`src/rtl/acc_ctrl_pkg.sv`:
```
// Shared constants and FSM state type for the ACC control serial link receiver.
package acc_ctrl_pkg;

  localparam logic [7:0]  ACC_HEADER        = 8'h5A;
  localparam logic [15:0] ACC_NORMAL_CLASS0 = 16'h5A50;
  localparam logic [15:0] ACC_NORMAL_CLASS1 = 16'h5A51;
  localparam logic [15:0] ACC_NORMAL_CLASS2 = 16'h5A52;
  localparam logic [15:0] ACC_NORMAL_CLASS3 = 16'h5A53;
  localparam logic [15:0] ACC_NORMAL_CLASS4 = 16'h5A54;
  localparam logic [15:0] ACC_NORMAL_CLASS5 = 16'h5A55;
  localparam logic [15:0] ACC_NORMAL_CLASS6 = 16'h5A56;
  localparam logic [15:0] ACC_NORMAL_CLASS7 = 16'h5A57;

  typedef enum logic [1:0] {
    ST_IDLE  = 2'd0,
    ST_RECV  = 2'd1,
    ST_CHECK = 2'd2
  } acc_rx_state_e;

endpackage

```
`src/rtl/acc_serial_deser.sv`:
```
// Link synchroniser, SCLK rising-edge detector and MSB-first beat shifter.
module acc_serial_deser #(
  parameter int DATA_WIDTH  = 16,
  parameter int SERIAL_MODE = 1
) (
  input  logic                   clk_i,
  input  logic                   rst_i,
  input  logic                   sclk_i,
  input  logic [SERIAL_MODE-1:0] miso_i,
  input  logic                   clr_i,
  output logic                   beat_rise_o,
  output logic [DATA_WIDTH-1:0]  word_o
);

  // [0]=s1, [1]=s2, [2]=s3; reset high so a line held high through reset gives no edge
  logic [2:0]             sclk_q;
  logic [SERIAL_MODE-1:0] miso_s1_q, miso_s2_q;
  logic [DATA_WIDTH-1:0]  word_q, word_d;
  logic                   rise;

  assign rise = sclk_q[1] & ~sclk_q[2];

  always_comb begin
    word_d = word_q;
    if (clr_i)     word_d = '0;
    else if (rise) word_d = {word_q[DATA_WIDTH-SERIAL_MODE-1:0], miso_s2_q};
  end

  always_ff @(posedge clk_i) begin
    if (rst_i) begin
      sclk_q    <= 3'b111;
      miso_s1_q <= '0;
      miso_s2_q <= '0;
      word_q    <= '0;
    end else begin
      sclk_q    <= {sclk_q[1:0], sclk_i};
      miso_s1_q <= miso_i;
      miso_s2_q <= miso_s1_q;
      word_q    <= word_d;
    end
  end

  assign beat_rise_o = rise;
  assign word_o      = word_q;

endmodule

```
`src/rtl/acc_ctrl_rx_drv.sv`:
```
// ACC control link receive driver: word framing FSM, header check and class decode.
// Optional ACC_RX_STATS_EN adds good-frame and error counters.
module acc_ctrl_rx_drv
  import acc_ctrl_pkg::*;
#(
  parameter int DATA_WIDTH   = 16,
  parameter int SERIAL_MODE  = 1,
  parameter int IDLE_TIMEOUT = 64
) (
  input  logic                   clk_i,
  input  logic                   rst_i,
  input  logic                   SPI_SCLK,
  input  logic [SERIAL_MODE-1:0] SPI_MISO,
  output logic                   rx_valid_o,
  output logic [DATA_WIDTH-1:0]  rx_data_o,
  output logic [2:0]             acc_class_o,
  output logic                   acc_ctrl_o,
  output logic                   hdr_err_o,
  output logic                   timeout_err_o
`ifdef ACC_RX_STATS_EN
  ,
  output logic [15:0]            frame_cnt_o,
  output logic [15:0]            err_cnt_o
`endif
);

  localparam int BEATS = DATA_WIDTH / SERIAL_MODE;
  localparam int CW    = $clog2(BEATS + 1);
  localparam int TW    = $clog2(IDLE_TIMEOUT + 1);

  acc_rx_state_e         state_q, state_d;
  logic [CW-1:0]         beat_cnt_q, beat_cnt_d;
  logic [TW-1:0]         idle_cnt_q, idle_cnt_d;
  logic                  rx_valid_q, rx_valid_d;
  logic                  hdr_err_q, hdr_err_d;
  logic                  timeout_err_q, timeout_err_d;
  logic [DATA_WIDTH-1:0] rx_data_q, rx_data_d;
  logic [2:0]            acc_class_q, acc_class_d;
  logic                  acc_ctrl_q, acc_ctrl_d;
  logic                  rise, shift_clr, hdr_good;
  logic [DATA_WIDTH-1:0] word;

  acc_serial_deser #(
    .DATA_WIDTH  (DATA_WIDTH),
    .SERIAL_MODE (SERIAL_MODE)
  ) u_deser (
    .clk_i       (clk_i),
    .rst_i       (rst_i),
    .sclk_i      (SPI_SCLK),
    .miso_i      (SPI_MISO),
    .clr_i       (shift_clr),
    .beat_rise_o (rise),
    .word_o      (word)
  );

  assign hdr_good = (word[15:8] == ACC_HEADER);

  always_comb begin
    state_d       = state_q;
    beat_cnt_d    = beat_cnt_q;
    idle_cnt_d    = idle_cnt_q;
    rx_valid_d    = 1'b0;
    hdr_err_d     = 1'b0;
    timeout_err_d = 1'b0;
    rx_data_d     = rx_data_q;
    acc_class_d   = acc_class_q;
    acc_ctrl_d    = acc_ctrl_q;
    shift_clr     = 1'b0;

    if (rise)                                   idle_cnt_d = '0;
    else if (idle_cnt_q != TW'(IDLE_TIMEOUT))   idle_cnt_d = idle_cnt_q + 1'b1;

    case (state_q)
      ST_IDLE: begin
        if (rise) begin
          beat_cnt_d = CW'(1);
          state_d    = ST_RECV;
        end
      end
      ST_RECV: begin
        // a rise on the threshold cycle is accepted, so it takes priority
        if (rise) begin
          beat_cnt_d = beat_cnt_q + 1'b1;
          if (beat_cnt_q == CW'(BEATS - 1)) state_d = ST_CHECK;
        end else if (idle_cnt_q == TW'(IDLE_TIMEOUT)) begin
          timeout_err_d = 1'b1;
          shift_clr     = 1'b1;
          beat_cnt_d    = '0;
          state_d       = ST_IDLE;
        end
      end
      ST_CHECK: begin
        if (hdr_good) begin
          rx_valid_d  = 1'b1;
          rx_data_d   = word;
          acc_class_d = word[2:0];
          if (word[15:0] == ACC_NORMAL_CLASS1)      acc_ctrl_d = 1'b1;
          else if (word[15:0] == ACC_NORMAL_CLASS0) acc_ctrl_d = 1'b0;
        end else begin
          hdr_err_d = 1'b1;
        end
        // a rise here is beat 1 of the following word
        if (rise) begin
          beat_cnt_d = CW'(1);
          state_d    = ST_RECV;
        end else begin
          beat_cnt_d = '0;
          state_d    = ST_IDLE;
        end
      end
      default: begin
        beat_cnt_d = '0;
        state_d    = ST_IDLE;
      end
    endcase
  end

  always_ff @(posedge clk_i) begin
    if (rst_i) begin
      state_q       <= ST_IDLE;
      beat_cnt_q    <= '0;
      idle_cnt_q    <= '0;
      rx_valid_q    <= 1'b0;
      hdr_err_q     <= 1'b0;
      timeout_err_q <= 1'b0;
      rx_data_q     <= '0;
      acc_class_q   <= '0;
      acc_ctrl_q    <= 1'b0;
    end else begin
      state_q       <= state_d;
      beat_cnt_q    <= beat_cnt_d;
      idle_cnt_q    <= idle_cnt_d;
      rx_valid_q    <= rx_valid_d;
      hdr_err_q     <= hdr_err_d;
      timeout_err_q <= timeout_err_d;
      rx_data_q     <= rx_data_d;
      acc_class_q   <= acc_class_d;
      acc_ctrl_q    <= acc_ctrl_d;
    end
  end

  assign rx_valid_o    = rx_valid_q;
  assign rx_data_o     = rx_data_q;
  assign acc_class_o   = acc_class_q;
  assign acc_ctrl_o    = acc_ctrl_q;
  assign hdr_err_o     = hdr_err_q;
  assign timeout_err_o = timeout_err_q;

`ifdef ACC_RX_STATS_EN
  logic [15:0] frame_cnt_q, frame_cnt_d;
  logic [15:0] err_cnt_q, err_cnt_d;

  always_comb begin
    frame_cnt_d = frame_cnt_q;
    err_cnt_d   = err_cnt_q;
    if (rx_valid_d)                frame_cnt_d = frame_cnt_q + 16'd1;
    if (hdr_err_d | timeout_err_d) err_cnt_d   = err_cnt_q + 16'd1;
  end

  always_ff @(posedge clk_i) begin
    if (rst_i) begin
      frame_cnt_q <= '0;
      err_cnt_q   <= '0;
    end else begin
      frame_cnt_q <= frame_cnt_d;
      err_cnt_q   <= err_cnt_d;
    end
  end

  assign frame_cnt_o = frame_cnt_q;
  assign err_cnt_o   = err_cnt_q;
`endif

endmodule
```
`config.mk`:
```
export PLATFORM = sky130hd
export DESIGN_NAME = acc_ctrl_rx_drv
export DESIGN_NICKNAME = d
export VERILOG_FILES = /design/src/rtl/acc_ctrl_pkg.sv /design/src/rtl/acc_serial_deser.sv /design/src/rtl/acc_ctrl_rx_drv.sv
export SDC_FILE = /design/constraint.sdc
export NUM_CORES = 1
export LEC_CHECK = 0
export ABC_AREA = 1
export BUFFER_PORTS_ARGS = -buffer_cell sky130_fd_sc_hd__buf_2
export CORE_MARGIN = 5
export CORE_UTILIZATION = 30
export CTS_CLUSTER_DIAMETER = 200
export DETAILED_ROUTE_END_ITERATION = 8
export GPL_ROUTABILITY_DRIVEN = 1
export GPL_TIMING_DRIVEN = 1
export PLACE_DENSITY = 0.55
export SYNTH_ARGS = -nofsm -noshare
export SYNTH_HDL_FRONTEND = slang
export SYNTH_SLANG_ARGS = --single-unit
export TNS_END_PERCENT = 5
```
`constraint.sdc`:
```
create_clock -name clk_i -period 1.95 [get_ports clk_i]
set_clock_uncertainty 0.05 [all_clocks]
set_input_delay 0.2925 -clock clk_i [delete_from_list [all_inputs] [get_ports clk_i]]
set_output_delay 0.2925 -clock clk_i [all_outputs]
set_load 0.01 [all_outputs]
```
== Word level (Yosys, flattened, before mapping) ==
Cells that the tools add are included.

* Bits of input ports: 4
* Output and inout port bits: 23
* Logic and storage cells: 56
* Flip-flop bits (word level): 58

* Bitwise logic cells: 3
* Equal/unequal tests: 11
* Reductions and logical operators: 9
* Multiplexer cells: 18
* Add/sub/neg operators: 2

{| class="wikitable"
|+ Operators by type and width
! kind !! count
|-
| 16-bit by 15-bit equality test with 1-bit output (second input constant) || 2
|-
| 5-bit two-way mux || 3
|-
| 5-bit case mux with 3 select lines || 1
|-
| 1-bit two-way mux || 9
|-
| 8-bit by 7-bit equality test with 1-bit output (second input constant) || 1
|-
| 2-bit two-way mux || 4
|-
| 7-bit by 1-bit adder with 7-bit output (second input constant) || 1
|-
| 7-bit equality test (second input constant) || 1
|-
| 7-bit inequality test (second input constant) || 1
|-
| 3-bit inequality test (second input constant) || 2
|-
| 2-bit case mux with 3 select lines || 1
|-
| 3-bit AND reduction || 2
|-
| 2-bit OR reduction || 3
|-
| 5-bit by 1-bit adder with 5-bit output (second input constant) || 1
|-
| 5-bit by 4-bit equality test with 1-bit output (second input constant) || 1
|-
| 2-bit AND reduction || 2
|-
| 2-bit by 1-bit equality test with 1-bit output (second input constant) || 1
|-
| 2-bit equality test (second input constant) || 1
|-
| 2-bit zero test || 1
|-
| 2-bit inequality test (second input constant) || 1
|-
| 1-bit inverter || 2
|-
| 2-bit nonzero test || 1
|-
| 1-bit bitwise AND || 1
|}

== Longest topological paths before layout ==
Gate-level depths: netlist of run 1.

* Depth after elaboration: 5
* Depth in mapped cells: 10
* Mapped depth without buffers: 9

== Hierarchy ==
Synthesis of run 1 repeated with hierarchy kept, for this count alone.

* Cell total of the unflattened synthesis: 308
* Area, all modules: 2333.5 um^2

{| class="wikitable"
|+ Modules (own cells, without submodules)
! module !! area each (um^2) !! times used !! seq. area each (um^2) !! cells an instance
|-
| acc_ctrl_rx_drv || 1471.4 || 1 || 680.7 || 191
|-
| acc_serial_deser || 862.1 || 1 || 420.4 || 117
|}

== Worst setup path after synthesis of run 1 ==
OpenSTA, ideal clock, no wires.

* Kind: register to register
* From: register idle_cnt_q[0]
* To: register u_deser.word_q[10], in the netlist u_deser.word_o[10]
* Library setup time: 0.111 ns
* Data required time: 1.789 ns
* Path slack: 0.637 ns
* Buffers on the path: 1
* Clock period less this slack: 1.313 ns
* Cell stages (with the launch flop): 11
* Data arrival time: 1.152 ns
* Path through: dfxtp_1 -> inv_1 -> ha_1 -> nand2_1 -> nor2_2 -> nand2_2 -> inv_2 -> nand3_2 -> nand2_4 -> buf_6 -> nor2_1

* Cells in the longest elaborated chain, start to end: 5

{| class="wikitable"
|+ RTL lines
! element !! RTL line !! text
|-
| from (decl) || acc_ctrl_rx_drv.sv:33 || <nowiki>logic [TW-1:0] idle_cnt_q, idle_cnt_d;</nowiki>
|-
| from (signal assigned) || acc_ctrl_rx_drv.sv:132 || <nowiki>idle_cnt_q <= idle_cnt_d;</nowiki>
|-
| 7-bit equality test || acc_ctrl_rx_drv.sv:85 || <nowiki>end else if (idle_cnt_q == TW'(IDLE_TIMEOUT)) begin</nowiki>
|-
| 1-bit two-way mux || acc_ctrl_rx_drv.sv:85 ||
|-
| 1-bit two-way mux || acc_ctrl_rx_drv.sv:82 || <nowiki>if (rise) begin</nowiki>
|-
| 1-bit two-way mux || - ||
|-
| 2-bit OR reduction (no line) || - ||
|-
| to (signal assigned) || acc_serial_deser.sv:39 || <nowiki>word_q <= word_d;</nowiki>
|-
| to (decl) || acc_serial_deser.sv:18 || <nowiki>logic [DATA_WIDTH-1:0] word_q, word_d;</nowiki>
|}

Every way passes these cells.
A chain may end at the register's enable or synchronous reset.

== Final worst setup path of run 1 ==
* From: register idle_cnt_q[0]
* To: register state_q[0]

* Cells in the longest elaborated chain, start to end: 3

{| class="wikitable"
|+ RTL lines
! element !! RTL line !! text
|-
| 7-bit equality test || acc_ctrl_rx_drv.sv:85 ||
|-
| 3-bit inequality test (no line) || - ||
|-
| 3-bit AND reduction (no line) || - ||
|-
| to (signal assigned) || acc_ctrl_rx_drv.sv:130 || <nowiki>state_q <= state_d;</nowiki>
|-
| to (decl) || acc_ctrl_rx_drv.sv:31 || <nowiki>acc_rx_state_e state_q, state_d;</nowiki>
|}

Every way passes these cells.

==> run_results.csv, run 1 <==
group,metric,value,unit
worst_setup_path,crit_path_end_kind,"register",
detailed_routing,drc_errors,0,
yosys,yosys.area_share.simple,0.290,
detailed_routing,first_pass_iters,4,
finish,final_nets,333,
yosys,synth.ff_latch_count,55,
power,switchingPower,436,uW
floorplan,coreArea,7290,um2
yosys,synth_top_family_by_area,"simple AND/OR/NAND/NOR gates",
power,p_clk_frac,0.349,
yosys,syn_inst,302,
worst_setup_path,critPathArrivalTime,1600,ps
global_route,grt_overflow_total,0,
detailed_routing,antenna_left,0,
global_route,track_usage,0.0941,
timing,setup_viol,0,
clock_network,cts_root_buf,"clkbuf_8",
yosys,synth_xor_area_frac,0.0155,
timing,clock.fmax,699,MHz
timing,slew_violations,0,
floorplan,start_util,0.309,
power,power_switching_share,0.236,
timing,rsz0062_at_grt,"false",
power,power.share.sequential,0.617,
detailed_routing,drt_iter0_drc,91,
yosys,synth_area_per_cell,7.46,um2
finish,syn_to_final_growth,12.6,%
yosys,yosysSeqAreaShare,0.489,
timing,holdWs,114,ps
clock_network,cts_resized,0,
timing,finalCriticalPeriod,1430,ps
detailed_routing,via_count,1764,
timing,tightest_slew,496,ps
floorplan,fp.dieH,96.7,um
power,p_int,1410,uW
hold_path,min_path_type,"in -> reg",
yosys,muxShareOfSynthArea,0,
finish,layout_commonest_cell,"nand2_1",
clock_network,clock_latency,310,ps
detailed_routing,wl_per_cell,9.69,um
clock_network,post_cts_buffers,0,
floorplan,fp.dieW,96.7,um
timing,tns,0,ps
yosys,synth_area_leaders,"dfxtp_1 (49%), nand2_1 (12%), nor2_1 (7.3%), inv_1 (6.5%), nand3_1 (4.0%)",
run_status,status,"complete, no violations",
clock_network,clock_path_buffers,2,
global_route,first_global_vias,1709,
floorplan,die_area,9350,um2
yosys,yosysTopAreaCell,"dfxtp_1",
yosys,syn_area,2250,um2
finish,fill_cells,837,
yosys,yosys_warnings,0,
clock_network,clock_sinks,55,
global_route,grt_max_degree,20,
power,p_leak,0.00103,uW
finish,mostFrequentLayoutCells,"nand2_1 (71), dfxtp_1 (55), nor2_1 (44)",
floorplan,io_pins,27,
placement,dp_hpwl,2970,um
power,peakVddDrop,0.000268,V
global_route,grt_pass1_wl,7500,um
yosys,yosysTopAreaCellShare,0.489,
power,comb_power_share,0.034,
yosys,synth_compound_area_frac,0.0761,
detailed_routing,drt_wl_total,4120,um
clock_network,postCtsHoldBufs,0,
global_route,antenna_found_initial,0,
flow_run,maxCapViolCount,0,
clock_network,htreeDepth,2,
detailed_routing,via_per_inst,4.15,
power,power,1850,uW
timing,max_slew_margin,0.668,
worst_setup_path,critPathKind,"reg -> reg",
worst_setup_path,crit_fanout,7,
finish,final_layout_size_suffix_gt1_frac,0.160,
finish,diodes,0,
yosys,ys_types,29,
placement,io_buffers,26,
floorplan,rows,31,
power,power_density,730,nW/um2
worst_setup_path,critPathLaunchType,"register",
yosys,yosys.area_share.adder,0.0222,
clock_network,cts_tree,"done",
timing,finalHoldViolations,0,
placement,place_congestion,0.751,
yosys,synth_nets,310,
timing,post-route-period-util,0.734,
clock_network,cts_buffers,5,
worst_setup_path,required,2120,ps
clock_network,clk_pin_slew,100,ps
## worst paths after layout
path                startpoint  depth (start not counted)                 to  slack (ps)
max              idle_cnt_q[0]                          9         state_q[0]         520
min                   SPI_SCLK                          2  u_deser.sclk_q[0]         110
max reg2reg      idle_cnt_q[0]                          9         state_q[0]         520
min reg2reg  u_deser.miso_s1_q                          2  u_deser.miso_s2_q         360
## per-stage QoR
step	setup slack (ps)	utilization	instance area [um2]	std cells
2_1_floorplan	637	-	2250	302
3_3_place_gp	511	0.335	2440	417
3_5_place_dp	507	0.335	2440	417
4_1_cts	494	0.348	2540	425
5_1_grt	341	0.348	2540	425
6_report	519	0.348	2540	425
## routing by layer
| metal | vias to the layer above | track usage | wire length, um |
|---|---|---|---|
| met5 | - | 0 | 0 |
| met4 | 0 | 0.0421 | 86 |
| met3 | 6 | 0.0252 | 143 |
| met2 | 19 | 0.162 | 1860 |
| met1 | 777 | 0.108 | 2030 |
| li1 | 962 | - | - |
## flip-flops by register name (all words and copies together) (netlist names)
name and flops:
rx_data_o 16, u_deser.word_o 16, idle_cnt_q 7, beat_cnt_q 5, u_deser.sclk_q 3, state_q 2
acc_ctrl_o 1, hdr_err_o 1, rx_valid_o 1, timeout_err_o 1, u_deser.miso_s1_q 1, u_deser.miso_s2_q 1
## cells by family after synthesis
logic type      after synthesis
compound gates               32
xor+xnor                      4
fa+ha+maj                     4
buf+inv                      56
flops                        55
simple gates                151
## area by class of cell
cell class                      instances  area, um2  area share
Clock buffer                            5       68.8      0.0271
Clock inverter                          3       23.8     0.00937
Inverter                               44        165      0.0651
Multi-Input combinational cell        191        910       0.358
Sequential cell                        55       1100       0.434
Tap cell                               99        124      0.0488
Timing Repair Buffer                   28        145      0.0572
## Yosys cell counts, drive strengths merged
cell	instances
or2	4
a31oi	1
nor3	2
a21oi	15
dfxtp	55
clkinv	1
o21a	4
nand4	2
inv	43
xnor2	3
nand2	73
and3	1
ha	4
buf	10
xor2	1
nand3	19
nand3b	1
o21ai	12
clkbuf	2
nor2	49
## power by group through the flow
stage	clock network (uW)	registers, uW	logic [uW]
after floorplan	0	1170	52.2
after global placement	0	1170	64.5
after detailed placement	0	1170	64.8
after CTS	681	1140	65.0
after global routing	718	1140	72.9
final	645	1140	63.4
## critical path, stage by stage, from the launching register on
cell and delay [ps]:
dfxtp_1 340, inv_1 80, ha_1 140, nand2_1 60, nor2_2 110, nand3_1 220, nand2_1 160, nand3_1 80
nand2_1 70, inv_1 40
Note: power is estimated with default switching activity, not from simulation.
==> run 2, diff against run 1 <==
- ABC_AREA: 1 -> 0
- PLACE_DENSITY: 0.55 -> 0.57
- clock period: 1.95 -> 1.22 ns (I/O delays scaled with it)
==> run 2 against run 1 <==
The run now ends with setup timing left. Fmax is 4.0% lower. Sequential power grew 61%. Clock power increased by 63%. Final cell count shrank 7.1%. Core utilization increased by 7.9 points. Flip-flop and latch count unchanged. Total power increased by 67%.
==> run_results.csv, run 2 <==
group,metric,value,unit
finish,syn_to_final_growth,37.0,%
yosys,synth.ff_latch_count,55,
power,peakVddDrop,0.000419,V
floorplan,rows,30,
power,switchingPower,697,uW
global_route,antenna_found_initial,0,
worst_setup_path,path_depth,4,
detailed_routing,antenna_left,0,
timing,clock.fmax,671,MHz
clock_network,cts_buffers,5,
finish,finalNonFillerCells,395,
finish,diodes,0,
yosys,yosysTopAreaCell,"dfxtp_1",
flow_run,maxCapViolCount,0,
placement,io_buffers,26,
clock_network,clock_latency,300,ps
timing,setup_viol,48,
worst_setup_path,reg2reg_from,"state_q[0]",
yosys,ys_dominant_reg_cell,"dfxtp_1",
floorplan,io_pins,27,
worst_setup_path,crit_buf_inv,1,
power,p_int,2390,uW
yosys,yosys_warnings,0,
global_route,track_usage,0.102,
yosys,yosys-top-cells-count,"dfxtp_1 (55), nand2_1 (33), a21oi_1 (23)",
worst_setup_path,crit_path_end_kind,"register",
yosys,synth_edf_count,0,
timing,tightest_slew,307,ps
worst_setup_path,r2r_slack,-270,ps
worst_setup_path,required,1410,ps
placement,dpl_cell_area,2690,um2
floorplan,fp.dieW,94.2,um
floorplan,start_util,0.312,
timing,finalHoldViolations,0,
global_route,grt_max_degree,18,
worst_setup_path,cp_top_family,"simple AND/OR/NAND/NOR gates",
finish,final_nets,306,
floorplan,coreArea,6830,um2
timing,finalCriticalPeriod,1490,ps
worst_setup_path,rr_worst_depth,4,
yosys,ys_types,40,
finish,final_layout_size_suffix_gt1_frac,0.418,
run_status,violations,"setup timing",
placement,placedCellCount,381,
detailed_routing,drc_errors,0,
hold_path,min_path_type,"in -> reg",
floorplan,fp.dieH,94.2,um
worst_setup_path,critPathArrivalTime,1690,ps
finish,layout_commonest_cell,"dfxtp_1",
detailed_routing,wl_per_cell,11.3,um
yosys,synth_area_per_cell,9.38,um2
worst_setup_path,critPathLaunchType,"register",
worst_setup_path,slowest_stage,"or4bb_4",
timing,setup_slack,-271,ps
yosys,syn_inst,227,
yosys,async_reset_ff_frac,0,
clock_network,cts_tree,"done",
finish,stdcell_area,2920,um2
yosys,yosysMostFrequentCell,"dfxtp_1",
yosys,synth_nets,235,
detailed_routing,drt_iter0_drc,34,
run_status,status,"complete, but fails checks",
worst_setup_path,reg2reg_to,"beat_cnt_q[3]",
finish,mostFrequentLayoutCells,"dfxtp_1 (50), buf_4 (47), nand2_1 (33)",
global_route,grt_pass1_wl,7370,um
timing,post-route-period-util,1.22,
yosys,syn_area,2130,um2
detailed_routing,via_count,1739,
worst_setup_path,critPathKind,"reg -> reg",
clock_network,clock_sinks,55,
worst_setup_path,startpoint,"state_q[0]",
clock_network,cts_root_buf,"clkbuf_8",
floorplan,die_area,8880,um2
placement,place_congestion,0.692,
global_route,first_global_vias,1656,
power,comb_power_share,0.068,
yosys,yosysSeqAreaShare,0.517,
timing,max_slew_margin,0.793,
yosys,yosysTopAreaCellShare,0.517,
global_route,grt_overflow_total,0,
clock_network,htreeDepth,2,
clock_network,clk_pin_slew,100,ps
worst_setup_path,crit_chain,"buf_6 > or4bb_4 > or3_1 > a21oi_1",
yosys,synth_area_leaders,"dfxtp_1 (52%), nand2_1 (5.8%), a21oi_1 (5.4%), mux2i_1 (4.2%), nor2_1 (3.5%)",
timing,rsz0062_at_grt,"true",
power,power_density,1060,nW/um2
power,p_clk_frac,0.340,
worst_setup_path,crit_fanout,4,
timing,slew_violations,0,
placement,dp_hpwl,3130,um
detailed_routing,drt_wl_total,4480,um
power,power_switching_share,0.226,
detailed_routing,via_per_inst,4.40,
power,p_leak,0.00127,uW
worst_setup_path,crit_end,"beat_cnt_q[3]",
detailed_routing,first_pass_iters,4,
timing,holdWs,34.5,ps
power,power,3090,uW
power,power.share.sequential,0.592,
worst_setup_path,cpPeakStageDelay,470,ps
clock_network,clock_path_buffers,2,
run 2: metrics by stage:
step | setup WS, ps | utilization | TNS, ps
floorplan | -326 | - | -9250
global placement | -323 | 0.393 | -11890
detailed placement | -348 | 0.393 | -13310
CTS | -270 | 0.420 | -10350
global route | -333 | 0.427 | -13200
finish | -271 | 0.427 | -9460
run 2: routing by layer:
metal,track usage,wire length [um]
met2,0.168,2050
met5,0,0
met3,0.0264,214
met1,0.131,2180
met4,0.0301,45
run 2: power by group through the flow:
stage	Sequential, uW	Clock, uW	Combinational, uW
after floorplan	1870	0	98.7
after global placement	1870	0	188
after detailed placement	1870	0	191
after CTS	1830	1090	205
after global routing	1830	1140	235
final	1830	1050	211
run 2: cell families after synthesis:
kind of cell	share of synthesized area
AND/OR/NAND/NOR	0.229
flip-flops	0.517
AO/OA/AOI/OAI	0.104
buffers and inverters	0.0594
multiplexers	0.0423
XOR/XNOR	0.0247
adder cells (fa/ha/maj)	0.0235
run 2: repair_timing:
| item | in CTS | in global routing |
|---|---|---|
| endpoints found under the setup margin | 49 | 49 |
| cloned | 0 | 1 |
| buffers inserted | 3 | 1 |
| gates resized for setup | 15 | 8 |
| endpoints found under the hold margin | 1 | 0 |
| pin swaps | 11 | 0 |
| hold buffers | 1 | 0 |
run 2: worst reg2reg max path: stages (launching register included):
cell	delay, ps
dfxtp_2	360
buf_6	90
or4bb_4	470
or3_1	320
a21oi_1	130
run 2: area by class of cell:
class                           count  area, um2
Clock buffer                        6       82.6
Clock inverter                      2       16.3
Fill cell                         699       3920
Inverter                           10       37.5
Multi-Input combinational cell    148       1010
Sequential cell                    55       1110
Tap cell                           96        120
Timing Repair Buffer               78        538
run 2: how the worst min path moves through the flow:
stage / from / end / slack, ps / cells after the start
6_report: SPI_MISO / u_deser.miso_s1_q / 30 / 2
5_1_grt: SPI_MISO / u_deser.miso_s1_q / 40 / 2
4_1_cts: SPI_MISO / u_deser.miso_s1_q / 30 / 2
3_5_place_dp: SPI_SCLK / u_deser.sclk_q[0] / 320 / 2
3_3_place_gp: SPI_SCLK / u_deser.sclk_q[0] / 320 / 2
2_1_floorplan: SPI_SCLK / u_deser.sclk_q[0] / 240 / 1
